$ cat src/rtl/mc_pkg.sv
// mc_pkg: shared constants for the multicycle ARM-subset controller.
//   - state_e      : FSM state encoding (also exported on the debug State port)
//   - Cond*        : instruction condition-field encodings
//   - Cmd*         : data-processing cmd field values (Funct[4:1])
//   - Op*          : instruction class field (Op[1:0])
//   - Alu*         : ALUControl codes
//   - SrcA*/SrcB*/Res* : datapath mux select codes
package mc_pkg;

    typedef enum logic [3:0] {
        StFetch    = 4'd0,
        StDecode   = 4'd1,
        StMemAdr   = 4'd2,
        StMemRd    = 4'd3,
        StMemWb    = 4'd4,
        StMemWr    = 4'd5,
        StExecuteR = 4'd6,
        StExecuteI = 4'd7,
        StAluWb    = 4'd8,
        StBranch   = 4'd9
    } state_e;

    // Condition field encodings
    localparam logic [3:0] CondEq = 4'b0000;
    localparam logic [3:0] CondNe = 4'b0001;
    localparam logic [3:0] CondCs = 4'b0010;
    localparam logic [3:0] CondCc = 4'b0011;
    localparam logic [3:0] CondMi = 4'b0100;
    localparam logic [3:0] CondPl = 4'b0101;
    localparam logic [3:0] CondVs = 4'b0110;
    localparam logic [3:0] CondVc = 4'b0111;
    localparam logic [3:0] CondHi = 4'b1000;
    localparam logic [3:0] CondLs = 4'b1001;
    localparam logic [3:0] CondGe = 4'b1010;
    localparam logic [3:0] CondLt = 4'b1011;
    localparam logic [3:0] CondGt = 4'b1100;
    localparam logic [3:0] CondLe = 4'b1101;
    localparam logic [3:0] CondAl = 4'b1110;
    localparam logic [3:0] CondNv = 4'b1111;

    // Data-processing cmd field values
    localparam logic [3:0] CmdAnd = 4'b0000;
    localparam logic [3:0] CmdSub = 4'b0010;
    localparam logic [3:0] CmdAdd = 4'b0100;
    localparam logic [3:0] CmdOrr = 4'b1100;

    // Instruction classes
    localparam logic [1:0] OpDp     = 2'b00;
    localparam logic [1:0] OpMem    = 2'b01;
    localparam logic [1:0] OpBranch = 2'b10;
    localparam logic [1:0] OpNone   = 2'b11;

    // ALUControl codes
    localparam logic [1:0] AluAdd = 2'b00;
    localparam logic [1:0] AluSub = 2'b01;
    localparam logic [1:0] AluAnd = 2'b10;
    localparam logic [1:0] AluOrr = 2'b11;

    // ALU operand A select
    localparam logic [1:0] SrcAReg = 2'b00;
    localparam logic [1:0] SrcAPc  = 2'b01;

    // ALU operand B select
    localparam logic [1:0] SrcBReg  = 2'b00;
    localparam logic [1:0] SrcBImm  = 2'b01;
    localparam logic [1:0] SrcBFour = 2'b10;

    // Result select: registered ALU output, memory data, or live ALU result
    localparam logic [1:0] ResAluOut = 2'b00;
    localparam logic [1:0] ResData   = 2'b01;
    localparam logic [1:0] ResAlu    = 2'b10;

    // Map a data-processing cmd to its ALU operation; unsupported cmds add.
    function automatic logic [1:0] alu_decode(input logic [3:0] cmd);
        logic [1:0] code;
        unique case (cmd)
            CmdAdd:  code = AluAdd;
            CmdSub:  code = AluSub;
            CmdAnd:  code = AluAnd;
            CmdOrr:  code = AluOrr;
            default: code = AluAdd;
        endcase
        return code;
    endfunction

endpackage

$ cat src/rtl/cond_unit.sv
// cond_unit: architectural NZCV flag register and condition evaluation.
//   clk      in  : clock, rising edge
//   reset    in  : asynchronous active-low reset, clears the flags
//   Cond     in  : instruction condition field
//   ALUFlags in  : {N,Z,C,V} produced by the ALU this cycle
//   FlagW    in  : [1] loads N,Z; [0] loads C,V at the next rising edge
//   CondEx   out : condition passes against the registered flags
//   Flags    out : registered {N,Z,C,V}
module cond_unit
    import mc_pkg::*;
(
    input  logic       clk,
    input  logic       reset,
    input  logic [3:0] Cond,
    input  logic [3:0] ALUFlags,
    input  logic [1:0] FlagW,
    output logic       CondEx,
    output logic [3:0] Flags
);

    logic [3:0] flags_q, flags_d;
    logic       n, z, c, v;

    always_comb begin
        flags_d = flags_q;
        if (FlagW[1]) flags_d[3:2] = ALUFlags[3:2];
        if (FlagW[0]) flags_d[1:0] = ALUFlags[1:0];
    end

    always_ff @(posedge clk or negedge reset) begin
        if (!reset) begin
            flags_q <= 4'b0000;
        end else begin
            flags_q <= flags_d;
        end
    end

    assign {n, z, c, v} = flags_q;
    assign Flags        = flags_q;

    // Evaluated from the registered flags only: an instruction never sees
    // flags that are being written in the same cycle.
    always_comb begin
        CondEx = 1'b0;
        unique case (Cond)
            CondEq: CondEx = z;
            CondNe: CondEx = ~z;
            CondCs: CondEx = c;
            CondCc: CondEx = ~c;
            CondMi: CondEx = n;
            CondPl: CondEx = ~n;
            CondVs: CondEx = v;
            CondVc: CondEx = ~v;
            CondHi: CondEx = c & ~z;
            CondLs: CondEx = ~(c & ~z);
            CondGe: CondEx = (n == v);
            CondLt: CondEx = (n != v);
            CondGt: CondEx = ~z & (n == v);
            CondLe: CondEx = ~(~z & (n == v));
            CondAl: CondEx = 1'b1;
            CondNv: CondEx = 1'b0;
            default: CondEx = 1'b0;
        endcase
    end

endmodule

$ cat src/rtl/mc_controller.sv
// mc_controller: multicycle control unit for the ARM-subset core.
// Sequences the shared datapath through fetch, decode and execute states,
// squashes instructions whose condition fails, and stalls on MemReady.
//   clk, reset           : clock (rising edge), async active-low reset
//   Cond, Op, Funct, Rd  : instruction fields from the instruction register
//   ALUFlags             : {N,Z,C,V} from the ALU this cycle
//   MemReady             : memory completes the current access
//   PCWrite .. AdrSrc    : datapath write enables and address select
//   ALUSrcA/B, ResultSrc : datapath mux selects
//   ImmSrc, RegSrc       : immediate-extend and register-address selects
//   ALUControl           : ALU operation
//   State                : current FSM state (debug)
//   Flags                : registered {N,Z,C,V}
module mc_controller
    import mc_pkg::*;
(
    input  logic       clk,
    input  logic       reset,
    input  logic [3:0] Cond,
    input  logic [1:0] Op,
    input  logic [5:0] Funct,
    input  logic [3:0] Rd,
    input  logic [3:0] ALUFlags,
    input  logic       MemReady,
    output logic       PCWrite,
    output logic       IRWrite,
    output logic       RegWrite,
    output logic       MemWrite,
    output logic       AdrSrc,
    output logic [1:0] ALUSrcA,
    output logic [1:0] ALUSrcB,
    output logic [1:0] ResultSrc,
    output logic [1:0] ImmSrc,
    output logic [1:0] RegSrc,
    output logic [1:0] ALUControl,
    output logic [3:0] State,
    output logic [3:0] Flags
);

    state_e     state_q, state_d;
    logic       cond_ex;
    logic [1:0] flag_w;
    logic [3:0] cmd;
    logic       is_exec;
    logic       pc_write, ir_write, reg_write, mem_write;

    assign cmd     = Funct[4:1];
    assign is_exec = (state_q == StExecuteR) || (state_q == StExecuteI);

    // S bit set: N,Z always load; C,V only for arithmetic ops
    always_comb begin
        flag_w    = 2'b00;
        flag_w[1] = is_exec & Funct[0];
        flag_w[0] = is_exec & Funct[0] & ((cmd == CmdAdd) || (cmd == CmdSub));
    end

    cond_unit u_cond_unit (
        .clk      (clk),
        .reset    (reset),
        .Cond     (Cond),
        .ALUFlags (ALUFlags),
        .FlagW    (flag_w),
        .CondEx   (cond_ex),
        .Flags    (Flags)
    );

    always_ff @(posedge clk or negedge reset) begin
        if (!reset) begin
            state_q <= StFetch;
        end else begin
            state_q <= state_d;
        end
    end

    // Next-state logic
    always_comb begin
        state_d = state_q;
        case (state_q)
            StFetch: begin
                if (MemReady) state_d = StDecode;
            end
            StDecode: begin
                if (!cond_ex) begin
                    state_d = StFetch;
                end else begin
                    unique case (Op)
                        OpMem:    state_d = StMemAdr;
                        OpDp:     state_d = Funct[5] ? StExecuteI : StExecuteR;
                        OpBranch: state_d = StBranch;
                        OpNone:   state_d = StFetch;
                        default:  state_d = StFetch;
                    endcase
                end
            end
            StMemAdr:   state_d = Funct[0] ? StMemRd : StMemWr;
            StMemRd: begin
                if (MemReady) state_d = StMemWb;
            end
            StMemWr: begin
                if (MemReady) state_d = StFetch;
            end
            StMemWb:    state_d = StFetch;
            StAluWb:    state_d = StFetch;
            StBranch:   state_d = StFetch;
            StExecuteR: state_d = StAluWb;
            StExecuteI: state_d = StAluWb;
            // Unused encodings recover to fetch
            default:    state_d = StFetch;
        endcase
    end

    // Moore outputs
    always_comb begin
        pc_write  = 1'b0;
        ir_write  = 1'b0;
        reg_write = 1'b0;
        mem_write = 1'b0;
        AdrSrc    = 1'b0;
        ALUSrcA   = SrcAReg;
        ALUSrcB   = SrcBReg;
        ResultSrc = ResAluOut;
        case (state_q)
            StFetch: begin
                ALUSrcA   = SrcAPc;
                ALUSrcB   = SrcBFour;
                ResultSrc = ResAlu;
                // PC+4 and the instruction latch only once memory delivers
                ir_write  = MemReady;
                pc_write  = MemReady;
            end
            StDecode: begin
                ALUSrcA   = SrcAPc;
                ALUSrcB   = SrcBFour;
                ResultSrc = ResAlu;
            end
            StMemAdr, StExecuteI: begin
                ALUSrcB = SrcBImm;
            end
            StExecuteR: begin
                ALUSrcB = SrcBReg;
            end
            StMemRd: begin
                AdrSrc = 1'b1;
            end
            StMemWr: begin
                AdrSrc    = 1'b1;
                mem_write = 1'b1;
            end
            StMemWb, StAluWb: begin
                ResultSrc = (state_q == StMemWb) ? ResData : ResAluOut;
                // Writes to r15 redirect the PC instead of the register file
                if (Rd == 4'b1111) begin
                    pc_write = 1'b1;
                end else begin
                    reg_write = 1'b1;
                end
            end
            StBranch: begin
                ALUSrcB   = SrcBImm;
                ResultSrc = ResAlu;
                pc_write  = 1'b1;
            end
            default: ;
        endcase
    end

    // Reset gates the enables combinationally so nothing is written while
    // reset is held, even though FETCH would otherwise follow MemReady.
    assign PCWrite  = pc_write & reset;
    assign IRWrite  = ir_write & reset;
    assign RegWrite = reg_write & reset;
    assign MemWrite = mem_write & reset;

    assign ALUControl = is_exec ? alu_decode(cmd) : AluAdd;
    assign ImmSrc     = Op;
    assign RegSrc     = {Op == OpBranch, Op == OpMem};
    assign State      = state_q;

endmodule

$ cat config.mk
export PLATFORM = sky130hd
export DESIGN_NAME = mc_controller
export DESIGN_NICKNAME = d
export VERILOG_FILES = /design/src/rtl/mc_pkg.sv /design/src/rtl/cond_unit.sv /design/src/rtl/mc_controller.sv
export SDC_FILE = /design/constraint.sdc
export NUM_CORES = 1
export LEC_CHECK = 0
export ABC_AREA = 1
export ABC_CLOCK_PERIOD_IN_PS = 1600
export BUFFER_PORTS_ARGS = -buffer_cell sky130_fd_sc_hd__buf_2
export CORE_MARGIN = 8
export CORE_UTILIZATION = 44
export CTS_CLUSTER_SIZE = 10
export DETAILED_ROUTE_END_ITERATION = 8
export PLACE_DENSITY = 0.85
export SYNTH_ARGS = -nofsm -noshare
export SYNTH_HDL_FRONTEND = slang
export SYNTH_SLANG_ARGS = --single-unit
export TNS_END_PERCENT = 100
$ cat constraint.sdc
create_clock -name clk -period 1.6 [get_ports clk]
set_clock_uncertainty 0.1 [all_clocks]
set_input_delay 0.4 -clock clk [delete_from_list [all_inputs] [get_ports clk]]
set_output_delay 0.4 -clock clk [all_outputs]
set_load 0.02 [all_outputs]
==> metrics.yaml <==
run_status:
  status: "finished with violations"
  violations: "setup timing"
floorplan:
  start_util_pct: 45.7
  io_pins: 48
  core_um2: 1900
  fp.dieArea_um2: 3650
  die_h_um: 60.4
  rows: 16
  die_w_um: 60.4
yosys:
  synth_seq_cells: 8
  yosys.area.top_type: "dfrtp_1"
  ys_seq_area_share_pct: 23.1
  syn_nets: 183
  async_flop_share_pct: 100
  yosys-top-cells-count: "nand2_1, nor2_1, inv_1"
  syn_area_um2: 868
  ys_types: 19
  synth_area_leaders: "dfrtp_1, nand2_1, nor2_1"
  postSynthCellCount: 160
  yosysTopAreaCellShare_pct: 23.1
  avgSynthCellArea_um2: 5.43
  synth_top_flop_cell: "dfrtp_1"
  post-synth-top-count-cell: "nand2_1"
  yosys_warnings: 0
  synth_edf_count: 0
global_routing:
  overflow: 0
  grt_use_total_pct: 19.2
  grt_pass1_wl_um: 5520
  antenna_found_initial: 0
  grt_pass1_vias: 1337
  grt_max_degree: 8
sta:
  rsz0062_at_grt: "true"
  finalCritPeriodShare_pct: 127
  final.setup.worst_slack_ps: -436
  finalCriticalPeriod_ps: 2040
  final_hold_viol_count: 0
  setup_viol: 15
  fmax_mhz: 491
  final_max_slew_viol_count: 0
final_layout:
  antenna_cells: 0
  nets: 259
  drive_gt1_share_pct: 54.9
  fillers: 95
  syn_to_final_growth_pct: 88.5
  multi_input_area_um2: 756
  register_area_um2: 205
  design_area_um2: 1640
worst_setup_path:
  crit_type: "reg -> out"
  cp-start-kind: "flip-flop"
  cp.required_ps: 1100
  crit_fanout: 3
  cp-end-kind: "primary output"
  worstPathArrival_ps: 1540
pwr:
  power_density_nw_per_um2: 1760
  pwr-share-clk_pct: 6.5
  vdd_drop_max_mv: 1.40
  p_leak_nw: 0.861
  p_int_mw: 1.33
  pwr-share-seq_pct: 14.6
  switching_share_pct: 53.6
  pwr-share-comb_pct: 78.9
  p_sw_mw: 1.54
drt:
  wl_um: 4750
  drc: 0
  wl_per_cell_um: 18.1
  drt-initial-drc-count: 116
  drtPass1Iterations: 5
  vias: 1490
  viasPerCell: 5.69
  ant_nets: 0
clock_network:
  cts_buffer_depth: 2
  htree_levels: 1
  clk_latency_ps: 270
  cts_sinks: 8
  numCtsBuffers: 3
  cts_tree: "yes"
  path_clk_slew_ps: 70
  root_buffer: "clkbuf_4"
placement:
  hpwl_um: 2500
  dp_worst_setup_slack_ps: -201
  io_buffers: 46
  gp_congestion: 0.905
  place_area_um2: 1300
min_path:
  worst_hold_path_type: "in -> reg"
flow_run:
  max-cap-violations: 0
## cell type report
cell class	instances	share of cell area (%)
inverter	23	5.58
multi-input combinational	126	46.2
clock buffer	4	1.61
timing repair buffer	74	32.0
sequential	8	12.5
tap	27	2.06
## placed cells by master, fill, tap and decap left out, types with 3 or more instances in the layout
master / Yosys / final
nand3_1: 13 / 11
clkbuf_4: 0 / 3
inv_1: 21 / 14
nand2_1: 53 / 43
nand2_4: 1 / 3
nand2_2: 0 / 7
nor2_1: 30 / 19
nor2_2: 7 / 8
inv_2: 2 / 7
dfrtp_2: 0 / 4
buf_6: 0 / 13
dfrtp_1: 8 / 4
buf_4: 3 / 25
buf_2: 0 / 34
o21ai_0: 7 / 6
nor2_4: 0 / 10
## metrics by stage
stage	total power, mW	setup TNS [ps]	instances	utilization [%]	hold WS, ps
floorplan	1.22	-159	160	-	4.41
global placement	1.77	-465	247	68.2	130
detailed placement	1.81	-603	247	68.2	135
CTS	2.19	-2760	256	74.9	260
global route	3.02	-4820	262	86.1	295
finish	2.88	-3990	262	86.1	272
## metal layers
metal  up-vias  wire length (um)  GRT usage (%)
met5         -                 0              0
met4         0               308           6.64
met3        35               598           5.72
met2       118              2310           36.7
met1       692              1530           19.0
li1        645                 -              -
## final timing paths
check	end	cells past startpoint	from	slack, ps
min in group asynchronous	State[0]$_DFFE_PN0P_	2	reset	440
max reg2reg	State[2]$_DFFE_PN0P_	10	State[0]$_DFFE_PN0P_	-100
min reg2reg	u_cond_unit.Flags[1]$_DFFE_PN0P_	2	u_cond_unit.Flags[1]$_DFFE_PN0P_	520
max in group asynchronous	State[3]$_DFFE_PN0P_	3	reset	650
min	u_cond_unit.Flags[3]$_DFFE_PN0P_	3	ALUFlags[3]	270
max	ALUSrcB[0]	6	State[2]$_DFFE_PN0P_	-440
## cells by family after synthesis
logic type      Yosys count  share of synthesized area, %
flops                     8                          23.1
compound gates           16                          10.2
simple gates            109                          53.7
other cells               1                         0.432
buf+inv                  26                          12.5
## state kept, by name (all words and copies together) (netlist names)
name and flops:
u_cond_unit.Flags 4, State 4
## critical path, stage by stage, from the launching register on
cell and delay [ps]:
dfrtp_2 470, nor2_4 180, inv_4 70, nor2_4 170, nand2_1 90, o211ai_1 110
buf_4 180
## power groups by stage
stage / combinational, mW / sequential [mW] / clock (mW)
2_1_floorplan: 0.748 / 0.471 / 0
3_3_place_gp: 1.40 / 0.371 / 0
4_1_cts: 1.64 / 0.374 / 0.173
6_report: 2.27 / 0.421 / 0.186
5_1_grt: 2.40 / 0.429 / 0.194
3_5_place_dp: 1.43 / 0.375 / 0
## repair_timing
item / in CTS / in global routing
setup buffers: 3 / 8
hold endpoints to repair: 3 / 0
endpoints found under the setup margin: 12 / 16
pin swaps: 5 / 15
hold buffers: 2 / 0
gates resized for setup: 21 / 49
No activity file was read; power rests on OpenSTA's default activity.
